[src/rtl/result_pkt_packer_if.sv]
`default_nettype none
// ============================================================================
// Module   : result_pkt_packer_if
// Purpose  : Event input and output-FIFO write bundle for result_pkt_packer.
// Revision : 1.0 - initial release
// ============================================================================
interface result_pkt_packer_if;
  logic        in_valid;
  logic        in_ready;
  logic [1:0]  in_type;
  logic [15:0] in_pkt_id;
  logic [15:0] in_word_id;
  logic [31:0] in_gen_id;
  logic [15:0] in_hash_num;
  logic [31:0] in_num_processed;
  logic [15:0] dout;
  logic        wr_en;
  logic        full;
  logic        idle;
  logic        err_type;

  modport master (
    output in_valid, in_type, in_pkt_id, in_word_id, in_gen_id,
           in_hash_num, in_num_processed, full,
    input  in_ready, dout, wr_en, idle, err_type
  );

  modport slave (
    input  in_valid, in_type, in_pkt_id, in_word_id, in_gen_id,
           in_hash_num, in_num_processed, full,
    output in_ready, dout, wr_en, idle, err_type
  );
endinterface
`default_nettype wire

[src/rtl/result_pkt_packer.sv]
`default_nettype none
// ============================================================================
// Module   : result_pkt_packer
// Purpose  : Packs comparator events into checksummed pkt_comm word streams.
// Revision : 1.0 - initial release
// ============================================================================
module result_pkt_packer #(
  parameter int VERSION          = 2,
  parameter bit DISABLE_CHECKSUM = 1'b0
) (
  input wire                 CLK,
  input wire                 rst_n,
  result_pkt_packer_if.slave bus
);

  localparam logic [1:0] c_type_cmp  = 2'd1;
  localparam logic [1:0] c_type_done = 2'd2;
  localparam logic [7:0] c_version   = 8'(VERSION);

  typedef enum logic [2:0] {
    S_IDLE = 3'd0,
    S_HDR  = 3'd1,
    S_HCS  = 3'd2,
    S_DATA = 3'd3,
    S_DCS  = 3'd4
  } state_t;

  state_t      r_state;
  logic [1:0]  r_cnt;
  logic [31:0] r_acc;
  logic [15:0] r_lo;
  logic        r_done;
  logic [15:0] r_pkt_id;
  logic [63:0] r_payload;
  logic        r_err;

  logic        w_wr_en;
  logic        w_legal;
  logic        w_last;
  state_t      w_next;
  logic [15:0] w_dout;
  logic [31:0] w_acc;

  assign w_wr_en = (r_state != S_IDLE) && !bus.full;
  assign w_legal = (bus.in_type == c_type_cmp) || (bus.in_type == c_type_done);

  always_comb begin
    w_dout = 16'h0000;
    case (r_state)
      S_HDR: begin
        case (r_cnt)
          2'd0:    w_dout = {(r_done ? 8'hD2 : 8'hD4), c_version};
          2'd1:    w_dout = r_done ? 16'd4 : 16'd8;
          2'd2:    w_dout = 16'h0000;
          default: w_dout = r_pkt_id;
        endcase
      end
      S_HCS, S_DCS: w_dout = r_cnt[0] ? ~r_acc[31:16] : ~r_acc[15:0];
      S_DATA:       w_dout = r_payload[{r_cnt, 4'b0000} +: 16];
      default:      w_dout = 16'h0000;
    endcase
  end

  always_comb begin
    w_last = 1'b0;
    w_next = r_state;
    case (r_state)
      S_HDR: begin
        w_last = (r_cnt == 2'd3);
        w_next = DISABLE_CHECKSUM ? S_DATA : S_HCS;
      end
      S_HCS: begin
        w_last = (r_cnt == 2'd1);
        w_next = S_DATA;
      end
      S_DATA: begin
        w_last = (r_cnt == (r_done ? 2'd1 : 2'd3));
        w_next = DISABLE_CHECKSUM ? S_IDLE : S_DCS;
      end
      S_DCS: begin
        w_last = (r_cnt == 2'd1);
        w_next = S_IDLE;
      end
      default: begin
        w_last = 1'b0;
        w_next = S_IDLE;
      end
    endcase
  end

  // Odd words complete a dword {odd, even}; the data section starts from zero.
  always_comb begin
    w_acc = r_acc;
    if ((r_state == S_HDR || r_state == S_DATA) && r_cnt[0])
      w_acc = r_acc + {w_dout, r_lo};
    if (w_last && w_next == S_DATA)
      w_acc = 32'h0000_0000;
  end

  always_ff @(posedge CLK or negedge rst_n) begin
    if (!rst_n) begin
      r_state   <= S_IDLE;
      r_cnt     <= 2'd0;
      r_acc     <= 32'h0000_0000;
      r_lo      <= 16'h0000;
      r_done    <= 1'b0;
      r_pkt_id  <= 16'h0000;
      r_payload <= 64'h0;
      r_err     <= 1'b0;
    end else begin
      case (r_state)
        S_IDLE: begin
          if (bus.in_valid) begin
            if (w_legal) begin
              r_state   <= S_HDR;
              r_cnt     <= 2'd0;
              r_acc     <= 32'h0000_0000;
              r_done    <= (bus.in_type == c_type_done);
              r_pkt_id  <= bus.in_pkt_id;
              r_payload <= (bus.in_type == c_type_done)
                         ? {32'h0000_0000, bus.in_num_processed}
                         : {bus.in_hash_num, bus.in_gen_id, bus.in_word_id};
            end else begin
              r_err <= 1'b1;
            end
          end
        end
        default: begin
          if (w_wr_en) begin
            if (!r_cnt[0])
              r_lo <= w_dout;
            r_acc <= w_acc;
            if (w_last) begin
              r_state <= w_next;
              r_cnt   <= 2'd0;
            end else begin
              r_cnt <= r_cnt + 2'd1;
            end
          end
        end
      endcase
    end
  end

  assign bus.dout     = w_dout;
  assign bus.wr_en    = w_wr_en;
  assign bus.in_ready = (r_state == S_IDLE);
  assign bus.idle     = (r_state == S_IDLE);
  assign bus.err_type = r_err;

endmodule
`default_nettype wire
[src/flat_wrapper.sv]
// flat-port wrapper written by rule: the top's interface ports become plain ports
module result_pkt_packer_flat 
#(
  parameter int VERSION          = 2,
  parameter bit DISABLE_CHECKSUM = 1'b0
)
  (CLK, rst_n, bus_in_valid, bus_in_type, bus_in_pkt_id, bus_in_word_id, bus_in_gen_id, bus_in_hash_num, bus_in_num_processed, bus_full, bus_in_ready, bus_dout, bus_wr_en, bus_idle, bus_err_type);
  result_pkt_packer_if bus_i ();
  input wire CLK;
  input wire rst_n;
  input wire logic [$bits(bus_i.in_valid)-1:0] bus_in_valid;
  input wire logic [$bits(bus_i.in_type)-1:0] bus_in_type;
  input wire logic [$bits(bus_i.in_pkt_id)-1:0] bus_in_pkt_id;
  input wire logic [$bits(bus_i.in_word_id)-1:0] bus_in_word_id;
  input wire logic [$bits(bus_i.in_gen_id)-1:0] bus_in_gen_id;
  input wire logic [$bits(bus_i.in_hash_num)-1:0] bus_in_hash_num;
  input wire logic [$bits(bus_i.in_num_processed)-1:0] bus_in_num_processed;
  input wire logic [$bits(bus_i.full)-1:0] bus_full;
  output wire logic [$bits(bus_i.in_ready)-1:0] bus_in_ready;
  output wire logic [$bits(bus_i.dout)-1:0] bus_dout;
  output wire logic [$bits(bus_i.wr_en)-1:0] bus_wr_en;
  output wire logic [$bits(bus_i.idle)-1:0] bus_idle;
  output wire logic [$bits(bus_i.err_type)-1:0] bus_err_type;
  assign bus_i.in_valid = bus_in_valid;
  assign bus_i.in_type = bus_in_type;
  assign bus_i.in_pkt_id = bus_in_pkt_id;
  assign bus_i.in_word_id = bus_in_word_id;
  assign bus_i.in_gen_id = bus_in_gen_id;
  assign bus_i.in_hash_num = bus_in_hash_num;
  assign bus_i.in_num_processed = bus_in_num_processed;
  assign bus_i.full = bus_full;
  assign bus_in_ready = bus_i.in_ready;
  assign bus_dout = bus_i.dout;
  assign bus_wr_en = bus_i.wr_en;
  assign bus_idle = bus_i.idle;
  assign bus_err_type = bus_i.err_type;
  result_pkt_packer #(.VERSION(VERSION), .DISABLE_CHECKSUM(DISABLE_CHECKSUM)) u_core (.CLK(CLK), .rst_n(rst_n), .bus(bus_i));
endmodule
[config.mk]
export PLATFORM = sky130hd
export DESIGN_NAME = result_pkt_packer_flat
export DESIGN_NICKNAME = d
export VERILOG_FILES = /design/src/rtl/result_pkt_packer_if.sv /design/src/rtl/result_pkt_packer.sv /design/src/flat_wrapper.sv
export SDC_FILE = /design/constraint.sdc
export NUM_CORES = 1
export LEC_CHECK = 0
export CAP_MARGIN = 20
export CORE_AREA = 3 3 127 129
export DETAILED_ROUTE_END_ITERATION = 6
export DIE_AREA = 0 0 130 132
export PLACE_DENSITY = 0.8
export SYNTH_ARGS = -nofsm -noshare
export SYNTH_HDL_FRONTEND = slang
export SYNTH_SLANG_ARGS = --single-unit
[constraint.sdc]
create_clock -name CLK -period 4.3 [get_ports CLK]
set_input_delay 0.86 -clock CLK [delete_from_list [all_inputs] [get_ports CLK]]
set_output_delay 0.86 -clock CLK [all_outputs]
set_load 0.02 [all_outputs]
Word level (Yosys, flattened, before mapping)
Index checks and enable logic that the tools add are counted.
{"block": "classes", "addsub": 2, "multipliers": 0, "div": 0, "magnitude_cmp": 0, "n_eq_ne": 13, "shifts": 1, "n_mux": 25, "bitwise": 5, "n_reduce_logical": 19}
{"cell": "32-bit two-way mux", "n": 6}
{"cell": "16-bit one-hot mux with 3 select lines", "n": 2}
{"cell": "64-bit two-way mux", "n": 1}
{"cell": "64-bit by 7-bit variable part select with 16-bit output", "n": 1}
{"cell": "32-bit adder", "n": 1}
{"cell": "16-bit NOT", "n": 2}
{"cell": "3-bit two-way mux", "n": 6}
{"cell": "16-bit two-way mux", "n": 1}
{"cell": "2-bit two-way mux", "n": 6}
{"cell": "3-bit AND reduction", "n": 4}
{"cell": "3-bit by 2-bit equality test with 1-bit output (second input constant)", "n": 3}
{"cell": "3-bit one-hot mux with 3 select lines", "n": 1}
{"cell": "4-bit AND reduction", "n": 2}
{"cell": "2-bit equality test (second input constant)", "n": 3}
{"cell": "3-bit nonzero test", "n": 2}
{"cell": "2-bit by 1-bit equality test with 1-bit output (second input constant)", "n": 2}
{"cell": "4-bit two-way mux", "n": 1}
{"cell": "2-bit nonzero test", "n": 2}
{"cell": "3-bit by 1-bit equality test with 1-bit output (second input constant)", "n": 1}
{"cell": "3-bit equality test (second input constant)", "n": 1}
{"cell": "1-bit logical AND", "n": 3}
{"cell": "3-bit logical NOT", "n": 1}
{"cell": "1-bit NOT", "n": 3}
{"cell": "1-bit one-hot mux with 3 select lines", "n": 1}
{"cell": "other kinds (8)", "n": 9}
{"block": "totals", "reg_bits": 135, "latchBits": 0, "mem_bits_rw": 0, "mem_bits_ro": 0, "out_inout_bits": 20, "n_memories": 0}

Longest topological paths before layout
{"block": "logic_depth", "word_depth": 8, "mapped_depth": 16, "ltp_nobuf": 14}

Least setup slack after synthesis
Ideal clock, no wire load.
{"block": "synth_timing", "kind": "register -> register", "from": "register u_core.r_cnt[1]", "to": "register u_core.r_acc[31]", "t_arrival_ps": 3937, "required_time_ps": 4222, "slack_ps": 285, "path_stages_with_launch": 17, "path_buffers": 3, "period_less_slack_ps": 4015, "cell_sequence": "dfrtp_1 clkbuf_1 clkbuf_1 inv_1 ha_1 o211ai_1 a21oi_1 a221o_1 ha_1 clkbuf_1 nand3_1 or3_1 nor2_1 a21oi_1 or3_1 a211oi_1 o21bai_1"}
{"block": "synth_between", "elab_chain_cells": 8, "elab_cells_between_ends": 17, "classes_between": "add/sub: 1; eq/ne: 4; shift: 1; mux: 7; reduce/logical: 4"}
{"item": "start: declaration", "line_no": "result_pkt_packer.sv:29", "text": "logic [1:0] r_cnt;"}
{"item": "start signal: assignment", "line_no": "result_pkt_packer.sv:137", "text": "r_cnt <= r_cnt + 2'd1;"}
{"item": "parallel branches: the longest is 2 deep, another holds 64-bit by 7-bit variable part select with 16-bit output"}
{"item": "16-bit one-hot mux with 3 select lines *", "line_no": "result_pkt_packer.sv:49", "text": "case (r_state)"}
{"item": "net bus_dout[12]", "line_no": "flat_wrapper.sv:20", "text": "output wire logic [$bits(bus_i.dout)-1:0] bus_dout;"}
{"item": "32-bit adder *", "line_no": "result_pkt_packer.sv:95", "text": "w_acc = r_acc + {w_dout, r_lo};"}
{"item": "32-bit two-way mux *", "line_no": "result_pkt_packer.sv:94", "text": "if ((r_state == S_HDR || r_state == S_DATA) && r_cnt[0])"}
{"item": "32-bit two-way mux *", "line_no": "result_pkt_packer.sv:96", "text": "if (w_last && w_next == S_DATA)"}
{"item": "32-bit two-way mux *", "line_no": "result_pkt_packer.sv:129", "text": "if (w_wr_en) begin"}
{"item": "32-bit two-way mux *", "line_no": "result_pkt_packer.sv:111", "text": "case (r_state)"}
{"item": "end signal: assignment", "line_no": "result_pkt_packer.sv:132", "text": "r_acc <= w_acc;"}
{"item": "end: declaration", "line_no": "result_pkt_packer.sv:30", "text": "logic [31:0] r_acc;"}
Mark *: on every way through the listed nets, which the timed path passes. The select of a mux whose other input is x is not followed.
A chain may end at the register's enable or synchronous reset.

Worst setup path in the final report
{"block": "layout_timing", "from": "register u_core.r_cnt[1]", "to": "register u_core.r_acc[30]"}
{"block": "layout_between", "elab_chain_cells": 8, "elab_cells_between_ends": 17, "classes_between": "add/sub: 1; eq/ne: 4; shift: 1; mux: 7; reduce/logical: 4"}
{"item": "parallel branches: the longest is 8 deep, another holds 32-bit adder"}
Parallel ways; which one is timed is not known. The select of a mux whose other input is x is not followed.

==> results <==
- The run finished with clean final reports.
- The proportion of synthesized chip area in sequential cells is 0.414.
- For the worst flop-to-flop path, the logic depth is 13.
- The count of nets left with antenna violations once routing finished came out at 0.
- In this run the horizontal extent of the chip is approximately 130 um.
- The peak ir drop on the vdd network is between 0.3 and 0.4 mV.
- By count the netlist is led by nand2_1 (163), dfrtp_1 (135), o21ai_0 (104).
- The number of antenna violations at the first check in global routing is 0.
- For this design the ratio of total power to cell area is roughly 770 mW/mm^2.
- For this block, wires on met1 add up to between 9000 and 10000 um.
- The leakage power is about 4.6 nW.
- The last weighted congestion value of the routability-driven placer is 0.986.
- The worst min-delay path class is register to register.
- The later pin in the worst-skew pair is clocked with a latency of roughly 0.43 ns.
- The area of the die is between 0.015 and 0.02 sq mm.
- The die height is ~130 um.
- The total DRC errors in the routed layout is 0.
- The internal power summed over all cells is around 4.6 mW.
- Yosys mapped a number of flops with a built-in enable equal to 0.
- Max-cap violations in this run came to 0.
- The share of the clock period used by the worst path after layout is 0.904.
- Setup repair after global routing left no endpoint under its margin.
- The launching element type of the critical path is a register.
- The power spent charging and discharging nets is between 3 and 4 mW.
- The synthesis warning total is 0.
- The setup TNS is 0 ns.
- The depth of the CTS H-tree is 4.
- Setup violations remaining at the end of the flow were counted as 0.
- The share of total power dissipated in combinational logic is 0.525.
- Port buffering added around 140 buffers.
- In the final layout, the share of cells above drive strength 1 is 0.102.
- For this run the aggregate overflow at the end of global routing stands at 0.
- The HPWL after detailed placement is between 15000 and 20000 um.
- For this block, the initial DRC count from the detailed router was approximately 530.
- The worst reg2reg path endpoint is u_core.r_acc[30].
- Counting along the longest clock path gives a buffer depth of 2.
- The final number of hold-violating endpoints was 0.
- The share of total power dissipated in the clock network is 0.190.
- The synthesized cell area is between 0.008 and 0.009 sq mm.
- Along the worst path, the maximum fanout reaches 14.
- The global-route wire length before repair is around 35000 um.
- The number of vias per cell after detailed routing is around 5.9.
- The worst hold path begins at u_core.bus.err_type.
- The final wirelength is between 20000 and 25000 um.
- The placed instance area is about 0.0097 sq mm.
- The region available for standard cell placement spans 0.0151 sq mm.
- The uppermost signal routing layer after detailed routing is met4.
- The sort of element at the end of the critical path is a register.
- Clock-pin slew was measured on the worst setup and hold paths at around 0.06 ns.
- In the detailed route, the total length drawn on met2 is 10400 um.
- For this run, the detailed router's first-pass iteration total came to 5.
- Timing would allow up to ~260 MHz.
- The final instance area is 0.0103 sq mm.
- For the final database, setup skew stands at about 0.013 ns.
- The number of cells produced by synthesis is ~870.
- The largest area contributor in the synthesized netlist is dfrtp_1.
- STA puts the critical path data arrival time at approximately 4.2 ns.
- The routed wire length per instance is roughly 19 um.
- The area share of the largest cell type after synthesis is 0.414.
- The buffer cell driving the clock tree root is clkbuf_16.
- The tightest slew margin relative to the limit is 0.307.
- The effective utilization at floorplan is 0.539.
- The share of total power dissipated in sequential elements is 0.285.
- The post-route minimum period is approximately 4 ns.
- The switching part of the total power is 0.422.
- The reg-to-reg startpoint is u_core.r_cnt[1].
- The net count of the mapped netlist is 1019.
- The clock sink total is 135.
- The number of vias in the routed layout is about 7000.
- The total inserted antenna cells is 0.
- The transition time at the pin with the least slew margin is 1.03 ns.
- Clock tree synthesis inserted a total of 17 buffers.
- The via count of the first global-routing pass is 6848.
- The pin count of the biggest net entering global routing is ~120.
- The distinct cell type count of the synthesized netlist is 67.
- The slack of the worst reg-to-reg path is 0.41 ns.
- The I/O pin count is 138.
- TritonCTS built the clock tree.
- After floorplanning, the core was divided into 45 placement rows.
- The dominant cell by count in the synthesized netlist is nand2_1.
- The number of instances on the worst hold path is 1.
- At the end of the flow the core is filled with cells to 0.681.
- The final-stage net count is 1134.
- After synthesis, the mean cell area works out to roughly 9.4 sq um.
- The proportion of synthesized flip-flops having asynchronous set or reset is 1.00.
- In the global route stage, overall resource usage came out at 0.264.
- The path with the worst hold slack has its endpoint at u_core.bus.err_type.
- The total chip power is roughly 8 mW.
- The critical path in this run is classified as register to register.
- The most used flip-flop cell after synthesis is dfrtp_1.
- The final-report max-slew violation count is 0.
- In this run, synthesis produced a sequential element count of approximately 140.
- By area the synthesized netlist is led by dfrtp_1 (41%), nand2_1 (7.5%), o21ai_0 (6.4%), ha_1 (5.4%), mux2i_1 (4.5%).
- The worst endpoint required time is approximately 4.6 ns.
- The met3 wire length is 1530 um.
- From synthesis to final layout, the design area changed by 26.3%.
-- logic make-up after synthesis --
family | after synthesis | share of synthesized area
AO/OA/AOI/OAI | 253 | 0.200
XOR/XNOR | 25 | 0.0268
adder cells (fa/ha/maj) | 36 | 0.0561
buffers and inverters | 70 | 0.0340
flip-flops | 135 | 0.414
multiplexers | 72 | 0.116
AND/OR/NAND/NOR | 274 | 0.153
-- worst max-delay path by stage --
stage	from	to
floorplan	u_core.r_cnt[1]	u_core.r_acc[31]
global placement	u_core.r_cnt[0]	u_core.r_acc[31]
detailed placement	u_core.r_cnt[0]	u_core.r_acc[31]
CTS	u_core.r_cnt[0]	u_core.r_acc[31]
global route	u_core.r_cnt[0]	u_core.r_acc[31]
finish	u_core.r_cnt[1]	u_core.r_acc[30]
-- repair_timing --
action,4_1_cts,5_1_grt
hold buffers,0,0
buffers inserted,0,0
setup endpoints to repair,0,1
resized for setup,0,4
-- critical path, cell delays in order, from the launching register on --
cell      delay [ns]
dfrtp_1         0.47
buf_4           0.28
inv_1           0.11
ha_1            0.21
o211ai_1        0.32
a21oi_1         0.12
a221o_1         0.34
ha_1            0.40
nand4_1         0.16
or4_4           0.59
a31o_4          0.29
o31ai_4         0.25
nand4b_1        0.12
o211ai_1        0.14
-- through the flow --
stage                     std cells  hold slack [ns]  worst slack [ns]
after CTS                      1179            0.481             0.238
after global routing           1179            0.501            0.0759
after detailed placement       1149            0.463             0.307
after global placement         1149            0.457             0.426
after floorplan                 865            0.445             0.285
final                          1179            0.476             0.412
-- cell usage in the layout (no fill, tap or decap), types with 4 or more instances in the layout --
cell type | synthesis | layout
nand2_1 | 163 | 163
clkdlybuf4s50_1 | 0 | 136
dfrtp_1 | 135 | 134
o21ai_0 | 104 | 104
a21oi_1 | 47 | 47
mux2i_1 | 37 | 37
nand2b_1 | 35 | 35
ha_1 | 35 | 33
nor2_1 | 22 | 21
mux2_2 | 19 | 19
nor2b_1 | 18 | 18
clkbuf_16 | 0 | 17
a21o_1 | 16 | 16
mux4_2 | 16 | 16
inv_1 | 15 | 15
a211oi_1 | 14 | 14
xnor2_1 | 14 | 14
a221o_1 | 12 | 12
xor2_1 | 11 | 11
buf_4 | 1 | 11
nand3_1 | 8 | 8
nand4_1 | 7 | 7
o21bai_1 | 6 | 6
o31ai_1 | 6 | 6
a22o_1 | 6 | 6
o211ai_1 | 4 | 4
nor3_1 | 4 | 4
-- flip-flops by register name, summed over array words and instances, names as in the netlist --
name and flops:
u_core.r_payload 64, u_core.r_done 1, u_core.bus.err_type 1, u_core.r_lo 16, u_core.r_cnt 2, u_core.r_acc 32
u_core.r_state 3, u_core.r_pkt_id 16
-- cell type report --
cell class,instances,area [sq um]
Sequential cell,135,3380
Tap cell,188,235
Timing Repair Buffer,151,1510
Clock buffer,19,453
Clock inverter,11,149
Multi-Input combinational cell,660,4530
Inverter,15,56.3
Fill cell,1174,4840
-- metal layers --
layer	track usage	vias up
met5	0	-
met4	0.0947	0
met3	0.0583	49
met2	0.416	280
met1	0.358	3350
li1	-	3319
-- power by group through the flow --
stage	combinational, mW	clock, mW	sequential (mW)
CTS	4.11	1.52	2.25
detailed placement	4.07	0	2.25
finish	4.16	1.50	2.26
floorplan	2.94	0	2.05
global placement	3.99	0	2.24
global route	4.55	1.56	2.31
(Power assumes the default switching activity.)
